$ cat config.mk
export PLATFORM = sky130hd
export DESIGN_NAME = mem_arbiter
export DESIGN_NICKNAME = d
export VERILOG_FILES = /design/src/rtl/mem_arb_pkg.sv /design/src/rtl/mem_arbiter_starve_counter.sv /design/src/rtl/mem_arbiter.sv
export SDC_FILE = /design/constraint.sdc
export NUM_CORES = 1
export LEC_CHECK = 0
export CAP_MARGIN = 20
export CORE_AREA = 2 2 106 108
export CTS_CLUSTER_DIAMETER = 30
export DETAILED_ROUTE_END_ITERATION = 10
export DIE_AREA = 0 0 108 110
export MAX_ROUTING_LAYER = met4
export PLACE_DENSITY = 0.72
export RECOVER_POWER = 100
export SYNTH_ARGS = -nofsm -noshare
export SYNTH_HDL_FRONTEND = slang
export SYNTH_HIERARCHICAL = 1
export SYNTH_SLANG_ARGS = --single-unit
$ cat constraint.sdc
create_clock -name clk -period 2.1 [get_ports clk]
set_input_delay 0.42 -clock clk [delete_from_list [all_inputs] [get_ports clk]]
set_output_delay 0.42 -clock clk [all_outputs]
set_load 0.005 [all_outputs]
$ cat src/rtl/mem_arb_pkg.sv
// Shared types for the unified-memory arbiter.
// Owner encoding and starve-counter sizing.
package mem_arb_pkg;

  typedef enum logic [1:0] {
    OWN_NONE,
    OWN_I,
    OWN_D
  } owner_e;

  localparam int STARVE_LIMIT_DEF = 4;
  localparam int STARVE_W = $clog2(STARVE_LIMIT_DEF + 1);

  function automatic int starve_w(input int lim);
    return $clog2(lim + 1);
  endfunction

endpackage

$ cat src/rtl/mem_arbiter_starve_counter.sv
// Saturating counter of consecutive denied fetch cycles.
// Clear wins over increment.
module starve_counter #(
  parameter int LIMIT = 4,
  parameter int W     = 3
) (
  input  logic         clk,
  input  logic         reset,
  input  logic         inc,
  input  logic         clr,
  output logic [W-1:0] cnt,
  output logic         at_limit
);

  assign at_limit = (cnt == W'(LIMIT));

  always_ff @(posedge clk) begin
    if (reset) begin
      cnt <= '0;
    end else if (clr) begin
      cnt <= '0;
    end else if (inc && !at_limit) begin
      cnt <= cnt + 1'b1;
    end
  end

endmodule

$ cat src/rtl/mem_arbiter.sv
// Fetch/data arbiter in front of one single-port RAM.
// Data wins unless fetch has been starved STARVE_LIMIT cycles.
module mem_arbiter
  import mem_arb_pkg::*;
#(
  parameter int ADDR_W       = 32,
  parameter int DATA_W       = 32,
  parameter int STARVE_LIMIT = 4
) (
  input  logic                clk,
  input  logic                reset,
  input  logic                i_req,
  input  logic [ADDR_W-1:0]   i_addr,
  output logic                i_gnt,
  output logic                i_rvalid,
  output logic [DATA_W-1:0]   i_rdata,
  input  logic                d_req,
  input  logic [DATA_W/8-1:0] d_we,
  input  logic [ADDR_W-1:0]   d_addr,
  input  logic [DATA_W-1:0]   d_wdata,
  output logic                d_gnt,
  output logic                d_rvalid,
  output logic [DATA_W-1:0]   d_rdata,
  output logic [ADDR_W-1:0]   mem_addr,
  output logic [DATA_W/8-1:0] mem_we,
  output logic [DATA_W-1:0]   mem_wdata,
  input  logic [DATA_W-1:0]   mem_rdata
);

  localparam int SW = starve_w(STARVE_LIMIT);

  owner_e            owner_q;
  owner_e            owner_d;
  logic [SW-1:0]     starve_cnt;
  logic              force_i;
  logic [ADDR_W-1:0] addr_q;

  starve_counter #(
    .LIMIT(STARVE_LIMIT),
    .W    (SW)
  ) u_starve (
    .clk     (clk),
    .reset   (reset),
    .inc     (i_req && !i_gnt),
    .clr     (i_gnt || !i_req),
    .cnt     (starve_cnt),
    .at_limit(force_i)
  );

  always_ff @(posedge clk) begin
    if (reset) begin
      owner_q <= OWN_NONE;
    end else begin
      owner_q <= owner_d;
    end
  end

  // Address is held while idle so the RAM pins do not toggle.
  always_ff @(posedge clk) begin
    if (i_gnt || d_gnt) begin
      addr_q <= mem_addr;
    end
  end

  always_comb begin
    i_gnt     = 1'b0;
    d_gnt     = 1'b0;
    owner_d   = OWN_NONE;
    mem_addr  = addr_q;
    mem_we    = '0;
    mem_wdata = d_wdata;
    if (!reset) begin
      if (d_req && !(i_req && force_i)) begin
        d_gnt = 1'b1;
      end else if (i_req) begin
        i_gnt = 1'b1;
      end
    end
    unique case (1'b1)
      d_gnt: begin
        owner_d  = OWN_D;
        mem_addr = d_addr;
        mem_we   = d_we;
      end
      i_gnt: begin
        owner_d  = OWN_I;
        mem_addr = i_addr;
      end
      default: owner_d = OWN_NONE;
    endcase
  end

  // Reset squashes the response of a grant from the previous cycle.
  assign i_rvalid = (owner_q == OWN_I) && !reset;
  assign d_rvalid = (owner_q == OWN_D) && !reset;
  assign i_rdata  = mem_rdata;
  assign d_rdata  = mem_rdata;

endmodule

==> out/metrics.yaml, run 1 <==
route:
  dr.pass1.iters: 4
  wl_microns: 7534
  vias_per_cell: 4.332
  route.detailed.drc: 0
  met2RoutedLength_microns: 3787
  drt-met1-wl_microns: 2874
  vias: 2010
  final_antenna_net_count: 0
  drt-initial-drc-count: 84
  detailroute.wirelength.met3_microns: 645
  route.detailed.wl_per_inst_microns: 16.24
  highest_layer_used_for_signal_routing: "met4"
outcome:
  run_status: "finished, violations left"
  violated_checks: "setup timing"
placed_design:
  post-dp-hpwl_microns: 4830
  io_buffers: 111
  globalplace.congestion: 0.6979
logic_synthesis:
  synth_top_area_share_pct: 36.04
  yosysUniqueCellTypes: 26
  synth_area_leader_cell: "sky130_fd_sc_hd__edfxtp_1"
  synth.area.top_cells: "sky130_fd_sc_hd__edfxtp_1, sky130_fd_sc_hd__buf_4, sky130_fd_sc_hd__a221o_1, sky130_fd_sc_hd__and2_1, sky130_fd_sc_hd__dfxtp_1"
  synth.yosys.seq_area_share_pct: 39.79
  syn_nets: 376
  syn_inst: 238
  synth_area_per_cell_sq_um: 11.20
  mappedNetlistArea_sq_um: 2666
  synth_seq_cells: 37
  synth.yosys.warnings: 6
critical_path:
  cpLargestDelayFamily: "buffers and inverters"
  cp.required_ps: 1680
  critical_path.cell_chain: "inv_2 -> ha_4 -> and2_4 -> and2b_4 -> nor3b_4 -> buf_6 -> buf_6 -> buf_6 -> a221o_1 -> buf_2"
  cp_slowest_stage_delay_ps: 340
  r2r_slack_ps: 10
  crit_path_max_fanout: 5
  cp-start-kind: "register"
  dominant_cell_type_by_count_on_the_critical_path: "sky130_fd_sc_hd__buf_6"
  critPathCaptureType: "primary output"
  worst-path-buf-inv: 5
  crit_slowest_cell: "sky130_fd_sc_hd__dfxtp_2"
  timing.reg2reg.worst_path_depth: 12
  worst-setup-path-type: "register to primary output"
  crit_arrival_ps: 2080
  critical_path_depth: 10
layout:
  layout_commonest_cell: "sky130_fd_sc_hd__clkdlybuf4s50_1"
  layout.cells.most_common_list: "sky130_fd_sc_hd__clkdlybuf4s50_1, sky130_fd_sc_hd__buf_4, sky130_fd_sc_hd__edfxtp_1"
  layout_cell_share_with_drive_strength_beyond_1_pct: 43.52
  regArea_sq_um: 1064
  total_of_fill_cells_in_the_finished_design: 1046
  multiInputGateArea_sq_um: 799.5
  layout.nets: 462
  final_core_utilization_pct: 36.07
  syn_to_final_growth_pct: 44.72
  antenna-diode-count: 0
floorplanning:
  coreArea_sq_um: 10700
  die_width_microns: 108
  start_util_pct: 24.92
  core.rowCount: 38
  design.portCount: 272
  die_outline_area_sq_um: 11880
  die_h_microns: 110
global_routing:
  maximum_number_of_pins_on_one_net_before_global_route_repair: 27
  grt_overflow_total: 0
  grt_usage_pct: 12.35
  grt_pass1_vias: 2114
  antenna_violations_before_repair: 0
  global_route_wire_length_before_repair_microns: 10720
worst_hold_path:
  hold-path-cell-count: 2
  min-delay-path-class: "register to register"
sta:
  relSlewSlack_pct: 69.91
  timing.clock.skew_ps: 2.834
  final-hold-violation-count: 0
  timing.final.setup_violations: 39
  final.period_utilization_pct: 119.1
  rsz_0062_raised_after_global_routing: "true"
  final.hold.worst_slack_ps: 654.7
  worstMarginPinSlew_ps: 451.3
  period_needed_ps: 2501
  finalWorstSetupSlack_ps: -401.3
  final-max-slew-violation-count: 0
  timing.fmax_ghz: 0.3998
clock_network:
  worst_setup_hold_path_clk_slew_ps: 70
  clock_path_buffers: 2
  cts_sinks: 37
  clk-insertion-delay-late_ps: 280
  cts_tree: "yes"
  clock_tree.root_cell: "sky130_fd_sc_hd__clkbuf_8"
  numCtsBuffers: 5
  h-tree-depth: 2
  cts_hold_buf: 0
run:
  drv_cap: 0
pwr:
  p_leak_nw: 1.596
  ir_worst_vdd_uv: 196.2
  design_power_total_mw: 2.082
  power_density_nw_per_um2: 539.6
[through the flow]
stage               std cells  setup WS (ps)  area (sq um)  TNS [ps]
global route              464         -488.6          3859    -14550
floorplan                 238          10.38          2666         0
global placement          412         -635.8          3421    -22920
CTS                       461         -487.0          3867    -14970
finish                    464         -401.3          3859    -11150
detailed placement        412         -652.9          3421    -23590
[sequential cells by signal, summed over array words and instances, names as in the netlist]
name / flops
addr_q: 32
u_starve/cnt: 3
owner_q: 2
[cell families after synthesis]
group	after synthesis	synth area share [%]
and+or+nand+nor	48	12.48
AOI/OAI and AO/OA	38	14.78
buffers and inverters	111	31.16
muxes	2	0.8446
adders and majority gates	2	0.9384
DFF	37	39.79
[report_power, final]
group	total (mW)	internal (mW)	leakage, nW	switching [mW]
combinational	0.610	0.399	1.19	0.211
sequential	0.876	0.865	0.353	0.0104
clock	0.596	0.345	0.0540	0.251
total	2.08	1.61	1.60	0.472
[tightest hold or removal path, delay by kind of cell (launching register included)]
kind | cells | cell delay [ps]
and+or+nand+nor | 1 | 120
DFF | 1 | 310
AOI/OAI and AO/OA | 1 | 120
[area by class of cell]
type                            count  share of cell area [%]
Clock buffer                        5                   1.783
Tap cell                          140                   4.540
Inverter                            5                  0.4864
Multi-Input combinational cell     90                   20.72
Timing Repair Buffer              185                   44.00
Clock inverter                      2                  0.9079
Sequential cell                    37                   27.56
[routing by layer]
layer | up-vias | global-route usage, %
met3 | 50 | 3.410
li1 | 927 | -
met1 | 938 | 12.54
met4 | 0 | 6.227
met2 | 95 | 21.97
met5 | - | -
[synth_stat cells, drive strengths merged]
library cell and count:
a21boi 1, inv 5, nor3 1, and4b 1, mux2 2, and2 37, clkbuf 2, a221o 32
nor4 1, nor3b 7, ha 2, o21bai 1, edfxtp 32, buf 104, and2b 1, a21oi 1
a211oi 2, dfxtp 5, o21ai 1
[worst paths after layout]
kind              startpoint            to
min               addr_q[25]    addr_q[25]
max          u_starve/cnt[0]  mem_addr[28]
max reg2reg  u_starve/cnt[0]     addr_q[9]
min reg2reg       addr_q[25]    addr_q[25]
[timing repair]
action | 4_1_cts | 5_1_grt
gates resized for setup | 178 | 27
pin swaps | 35 | 24
buffers inserted | 37 | 9
cloned | 5 | 0
setup endpoints to repair | 40 | 54
(Power assumes the default switching activity.)
==> run 2, diff against run 1 <==
CORE_AREA = default   (was 2 2 106 108)
CORE_ASPECT_RATIO = 0.9   (was default)
CORE_MARGIN = 2   (was default)
CORE_UTILIZATION = 27   (was default)
DIE_AREA = default   (was 0 0 108 110)
HOLD_SLACK_MARGIN = 0.05   (was default)
PLACE_DENSITY = 0.77   (was 0.72)
==> run 2 against run 1 <==
The flow still finishes with violations (setup timing). Utilization increased by 4.2 points. Critical path depth decreased by 1. Non-clock buffer count increased by 10. Die area decreased by 10%. Via count increased by 2.4%. Clock skew increased by 0.54 ps. Count of clock-buffer cells in the layout unchanged.
==> out/metrics.yaml, run 2 (same netlist as run 1, synthesis figures left out) <==
outcome:
  run_status: "finished, violations left"  # unchanged
  violated_checks: "setup timing"  # unchanged
floorplanning:
  die_outline_area_sq_um: 10690  # was 11,880 sq um
  coreArea_sq_um: 9657  # was 10,700 sq um
  core.rowCount: 34  # was 38
  design.portCount: 272  # unchanged
  start_util_pct: 27.61  # was 24.92%
  die_h_microns: 98.28  # was 110 microns
  die_width_microns: 108.8  # was 108 microns
clock_network:
  clock_path_buffers: 2  # unchanged
  h-tree-depth: 2  # unchanged
  cts_sinks: 37  # unchanged
  clock_tree.root_cell: "sky130_fd_sc_hd__clkbuf_8"  # unchanged
  worst_setup_hold_path_clk_slew_ps: 70  # about the same
  cts_tree: "yes"  # unchanged
  clk-insertion-delay-late_ps: 290  # was 280 ps
  numCtsBuffers: 5  # unchanged
sta:
  timing.clock.skew_ps: 3.374  # was 2.834 ps
  relSlewSlack_pct: 60.60  # was 69.91%
  worstMarginPinSlew_ps: 591.0  # was 451.3 ps
  timing.fmax_ghz: 0.4078  # was 0.3998 GHz
  rsz_0062_raised_after_global_routing: "true"  # unchanged
  tns_ps: -10100  # was -11,150 ps
  final.period_utilization_pct: 116.8  # was 119.1%
  finalWorstSetupSlack_ps: -352.1  # was -401.3 ps
  period_needed_ps: 2452  # was 2501 ps
  final-hold-violation-count: 0  # unchanged
  final-max-slew-violation-count: 0  # unchanged
  timing.final.setup_violations: 37  # was 39
route:
  route.detailed.wl_per_inst_microns: 15.68  # was 16.24 microns
  route.detailed.drc: 0  # unchanged
  wl_microns: 7227  # was 7534 microns
  final_antenna_net_count: 0  # unchanged
  vias_per_cell: 4.466  # was 4.332
  dr.pass1.iters: 4  # unchanged
  drt-initial-drc-count: 61  # was 84
  vias: 2059  # was 2,010
global_routing:
  maximum_number_of_pins_on_one_net_before_global_route_repair: 28  # was 27
  grt_overflow_total: 0  # unchanged
  antenna_violations_before_repair: 0  # unchanged
  grt_pass1_vias: 2285  # was 2,114
  global_route_wire_length_before_repair_microns: 10950  # was 10,720 microns
  grt_usage_pct: 13.77  # was 12.35%
layout:
  layout_cell_share_with_drive_strength_beyond_1_pct: 43.88  # was 43.52%
  layout.cells.most_common_list: "sky130_fd_sc_hd__clkdlybuf4s50_1, sky130_fd_sc_hd__buf_4, sky130_fd_sc_hd__buf_2"  # was sky130_fd_sc_hd__clkdlybuf4s50_1, sky130_fd_sc_hd__buf_4, sky130_fd_sc_hd__edfxtp_1
  largest_registers: "addr_q x32, u_starve/cnt x3, owner_q x2"  # unchanged
  antenna-diode-count: 0  # unchanged
  syn_to_final_growth_pct: 45.94  # was 44.72%
  layout_commonest_cell: "sky130_fd_sc_hd__clkdlybuf4s50_1"  # unchanged
  regMostFlops: "addr_q"  # unchanged
  finalNonFillerCells: 461  # was 464
  layout.nets: 472  # was 462
  largest_register_ffs: 32  # unchanged
critical_path:
  cp-start-kind: "input pin"  # was register
  crit_path_max_fanout: 5  # unchanged
  critPathCaptureType: "primary output"  # unchanged
  worst-setup-path-type: "input pin to primary output"  # was register to primary output
  cp.required_ps: 1680  # about the same
  crit_arrival_ps: 2030  # was 2080 ps
placed_design:
  numPlacedInstances: 405  # was 412
  globalplace.congestion: 0.7250  # was 0.6979
  post-dp-hpwl_microns: 4750  # was 4830 microns
  io_buffers: 111  # unchanged
run:
  drv_cap: 0  # unchanged
pwr:
  ir_worst_vdd_uv: 203.4  # was 196.2 uV
  power.share.combinational_pct: 29.5  # was 29.3%
  total_switching_power_mw: 0.4863  # was 0.4723 mW
  switching_share_pct: 23.08  # was 22.69%
  seq_power_share_pct: 41.5  # was 42.1%
  p_leak_nw: 1.620  # was 1.596 nW
  intPower_mw: 1.621  # was 1.610 mW
  power_density_nw_per_um2: 541.5  # was 539.6 nW/um^2
  share_clk_of_total_power_pct: 29.0  # was 28.6%
worst_hold_path:
  min-delay-path-class: "input pin to register"  # was register to register
run 2: cell count changes in the layout (fill, tap and decap cells not counted), sizes merged:
cell and change:
clkbuf -1, clkdlybuf4s25 -1, clkdlybuf4s50 +1, buf +11
dlygate4sd2 +1, clkinvlp +1, dlymetal6s2s -1
run 2: final timing paths:
| kind | startpoint | end | slack [ps] | cells after the start |
|---|---|---|---|---|
| max | d_req | mem_addr[1] | -350 | 9 |
| min | reset | u_starve/cnt[2] | 650 | 3 |
| max reg2reg | u_starve/cnt[0] | addr_q[25] | 50 | 12 |
| min reg2reg | u_starve/cnt[2] | u_starve/cnt[2] | 660 | 3 |
run 2: area by class of cell:
| type | instances | area, sq um |
|---|---|---|
| Tap cell | 126 | 157.7 |
| Clock buffer | 5 | 68.82 |
| Fill cell | 925 | 5766 |
| Clock inverter | 3 | 41.29 |
| Sequential cell | 37 | 1064 |
| Timing Repair Buffer | 195 | 1749 |
| Inverter | 5 | 18.77 |
| Multi-Input combinational cell | 90 | 792.0 |
run 2: what timing repair did:
item                                    4_1_cts  5_1_grt
pin swaps                                    35       23
hold buffers                                  0        0
cloned                                        3        0
hold endpoints to repair                      0        0
gates resized for setup                     185       20
endpoints found under the setup margin       40       48
buffers inserted                             49       11
run 2: worst max-delay path: stages:
cell	delay [ps]
sky130_fd_sc_hd__clkdlybuf4s50_1	560
sky130_fd_sc_hd__inv_2	80
sky130_fd_sc_hd__a211oi_4	240
sky130_fd_sc_hd__buf_12	170
sky130_fd_sc_hd__buf_8	110
sky130_fd_sc_hd__buf_12	90
sky130_fd_sc_hd__buf_6	90
sky130_fd_sc_hd__a221o_1	150
sky130_fd_sc_hd__buf_2	120
run 2: through the flow:
stage          power, mW  utilization [%]  setup WS (ps)  hold WS, ps  area, sq um
2_1_floorplan      1.218                -          10.38        493.5         2666
5_1_grt            2.225            40.30         -443.8        661.3         3891
3_3_place_gp       1.438            35.53         -676.4        616.7         3431
3_5_place_dp       1.455            35.53         -717.5        633.3         3431
4_1_cts            2.146            40.75         -403.7        640.5         3935
6_report           2.107            40.30         -352.1        652.5         3891
run 2: per-layer routing:
layer / global-route usage (%) / share of wire (%) / up-vias
met1: 13.74 / 38 / 983
met4: 6.312 / 2.3 / 0
met3: 3.605 / 6.9 / 42
met5: - / 0 / -
met2: 24.76 / 53 / 86
li1: - / - / 948
run 2: power groups by stage:
stage	combinational (mW)	clock, mW	sequential (mW)
final	0.621	0.611	0.875
after global routing	0.673	0.670	0.882
after CTS	0.630	0.641	0.875
after detailed placement	0.564	0	0.891
after global placement	0.548	0	0.889
after floorplan	0.330	0	0.888
==> run 3, diff against run 2 <==
CORE_AREA = 2 2 107 109   (was default)
CORE_ASPECT_RATIO = default   (was 0.9)
CORE_MARGIN = default   (was 2)
CORE_UTILIZATION = default   (was 27)
DIE_AREA = 0 0 109 111   (was default)
PLACE_DENSITY = 0.68   (was 0.77)
clock period = 2.75 ns   (was 2.1 ns; I/O delays follow)
==> run 3 against run 2 <==
The flow now finishes without violations. Cell area is 0.26% lower. Setup slack better by 430 ps. Flip-flop and latch count unchanged. First-iteration DRC count grew 120%. Register-to-register slack better by 560 ps. Die area is 13% higher. Worst hold slack lost 89 ps. Clock power up 4.9%. Wire length increased by 1.2%. Sequential power down 24%. Power shrank 16%. Combinational power shrank 25%.
==> out/metrics.yaml, run 3 (same netlist as run 1, synthesis figures left out) <==
critical_path:
  crit_path_max_fanout: 10  # was 5
  cp-start-kind: "register"  # was input pin
  critPathCaptureType: "primary output"  # unchanged
  crit_arrival_ps: 2120  # was 2030 ps
  cp.required_ps: 2200  # was 1680 ps
  cpLargestDelayFamily: "buffers and inverters"  # unchanged
  crit_slowest_cell: "sky130_fd_sc_hd__a221o_1"  # was sky130_fd_sc_hd__clkdlybuf4s50_1
  worst-setup-path-type: "register to primary output"  # was input pin to primary output
  cp_slowest_stage_delay_ps: 360  # was 560 ps
  worst-path-buf-inv: 4  # was 7
  r2r_slack_ps: 610  # was 50 ps
  critical_path.cell_chain: "inv_1 -> ha_4 -> and2_4 -> and2b_4 -> nor3b_4 -> buf_6 -> buf_12 -> a221o_1 -> clkdlybuf4s15_1"  # was clkdlybuf4s50_1 -> inv_2 -> a211oi_4 -> buf_12 -> buf_8 -> buf_12 -> buf_6 -> a221o_1 -> buf_2
route:
  met2RoutedLength_microns: 3648  # was 3803 microns
  drt-met1-wl_microns: 2710  # was 2755 microns
  dr.pass1.iters: 4  # unchanged
  detailroute.wirelength.met3_microns: 678  # was 500 microns
  drt-initial-drc-count: 133  # was 61
  wl_microns: 7317  # was 7227 microns
  vias: 1983  # was 2,059
  final_antenna_net_count: 0  # unchanged
  highest_layer_used_for_signal_routing: "met4"  # unchanged
  vias_per_cell: 4.274  # was 4.466
  route.detailed.wl_per_inst_microns: 15.77  # was 15.68 microns
  route.detailed.drc: 0  # unchanged
placed_design:
  post-dp-hpwl_microns: 4909  # was 4750 microns
  io_buffers: 111  # unchanged
  globalplace.congestion: 0.6563  # was 0.7250
  dpl_worst_slack_ps: -293.9  # was -717.5 ps
global_routing:
  grt_usage_pct: 11.97  # was 13.77%
  global_route_wire_length_before_repair_microns: 10540  # was 10,950 microns
  grt_overflow_total: 0  # unchanged
  antenna_violations_before_repair: 0  # unchanged
  grt_pass1_vias: 2003  # was 2,285
  maximum_number_of_pins_on_one_net_before_global_route_repair: 30  # was 28
layout:
  layout_commonest_cell: "sky130_fd_sc_hd__clkdlybuf4s50_1"  # unchanged
  multiInputGateArea_sq_um: 785.8  # was 792.0 sq um
  syn_to_final_growth_pct: 45.57  # was 45.94%
  largest_registers: "addr_q x32, u_starve/cnt x3, owner_q x2"  # unchanged
  largest_register_ffs: 32  # unchanged
  layout.nets: 458  # was 472
  regArea_sq_um: 1064  # unchanged
  antenna-diode-count: 0  # unchanged
  layout_cell_share_with_drive_strength_beyond_1_pct: 34.58  # was 43.88%
  total_of_fill_cells_in_the_finished_design: 1117  # was 925
  layout.cells.most_common_list: "sky130_fd_sc_hd__clkdlybuf4s50_1, sky130_fd_sc_hd__buf_4, sky130_fd_sc_hd__edfxtp_1"  # was sky130_fd_sc_hd__clkdlybuf4s50_1, sky130_fd_sc_hd__buf_4, sky130_fd_sc_hd__buf_2
  regMostFlops: "addr_q"  # unchanged
sta:
  final-max-slew-violation-count: 0  # unchanged
  final-hold-violation-count: 0  # unchanged
  period_needed_ps: 2669
  worstMarginPinSlew_ps: 325.0  # was 591.0 ps
  relSlewSlack_pct: 78.14  # was 60.60%
  timing.clock.skew_ps: 1.808  # was 3.374 ps
  finalWorstSetupSlack_ps: 81.25  # was -352.1 ps
  timing.fmax_ghz: 0.3747
  timing.final.setup_violations: 0  # was 37
  final.period_utilization_pct: 97.05
clock_network:
  cts_hold_buf: 0  # unchanged
  cts_sinks: 37  # unchanged
  clock_path_buffers: 2  # unchanged
  clk-insertion-delay-late_ps: 270  # was 290 ps
  h-tree-depth: 2  # unchanged
  numCtsBuffers: 5  # unchanged
  cts_tree: "yes"  # unchanged
  clock_tree.root_cell: "sky130_fd_sc_hd__clkbuf_16"  # was sky130_fd_sc_hd__clkbuf_8
  worst_setup_hold_path_clk_slew_ps: 60  # was 70 ps
floorplanning:
  start_util_pct: 24.07  # was 27.61%
  die_outline_area_sq_um: 12100  # was 10,690 sq um
  die_h_microns: 111  # was 98.28 microns
  die_width_microns: 109  # was 108.8 microns
  design.portCount: 272  # unchanged
  coreArea_sq_um: 11080  # was 9657 sq um
  core.rowCount: 39  # was 34
pwr:
  p_leak_nw: 1.587  # was 1.620 nW
  design_power_total_mw: 1.774  # was 2.107 mW
  power_density_nw_per_um2: 457.0  # was 541.5 nW/um^2
  ir_worst_vdd_uv: 208.4  # was 203.4 uV
outcome:
  run_status: "completed"  # was finished, violations left
run:
  drv_cap: 0  # unchanged
worst_hold_path:
  min-delay-path-class: "register to register"  # was input pin to register
## run 3: cell types whose count changed in the layout (fill, tap and decap cells not counted), sizes merged
cell and delta:
buf -55, clkbuf +20, clkdlybuf4s15 +14, dlygate4sd2 +5, bufbuf +1, dlymetal6s2s +1
## run 3: what timing repair did
action	in CTS	in global routing
resized for setup	85	36
buffers inserted	18	8
pin swaps	27	16
gates cloned	5	0
endpoints found under the setup margin	37	33
## run 3: report_power, final
group | internal [mW] | total [mW] | switching, mW | leakage (nW)
clock network | 0.424 | 0.641 | 0.217 | 0.0775
registers | 0.662 | 0.669 | 0.00732 | 0.353
logic | 0.307 | 0.464 | 0.157 | 1.16
total | 1.39 | 1.77 | 0.381 | 1.59
## run 3: worst min-delay path: stages, from the launching register on
cell and delay [ps]:
sky130_fd_sc_hd__dfxtp_1 330, sky130_fd_sc_hd__a21oi_1 150, sky130_fd_sc_hd__nor4_2 50
## run 3: metal layers
metal	track usage [%]	vias up
li1	-	923
met1	12.13	911
met2	20.04	95
met3	3.821	54
met4	6.752	0
met5	-	-
## run 3: final timing paths
kind	start	endpoint	cells after the start
max	u_starve/cnt[1]	mem_addr[9]	9
min reg2reg	u_starve/cnt[2]	u_starve/cnt[2]	2
min	u_starve/cnt[2]	u_starve/cnt[2]	2
max reg2reg	u_starve/cnt[1]	addr_q[13]	10
## run 3: final cells by class
cell class,count,share of cell area (%)
multi-input combinational,90,20.25
inverter,5,0.4836
timing repair buffer,181,42.97
sequential,37,27.40
tap,143,4.610
clock buffer,5,3.224
clock inverter,3,1.064
## run 3: stage by stage
step	TNS, ps	std cells	hold WS, ps	instance area, sq um	utilization, %
floorplan	0	238	540.8	2666	-
global placement	-8210	426	555.4	3470	31.32
detailed placement	-9342	426	572.8	3470	31.32
CTS	-114.3	456	578.0	3880	35.03
global route	-7.548	464	622.2	3881	35.04
finish	0	464	563.8	3881	35.04
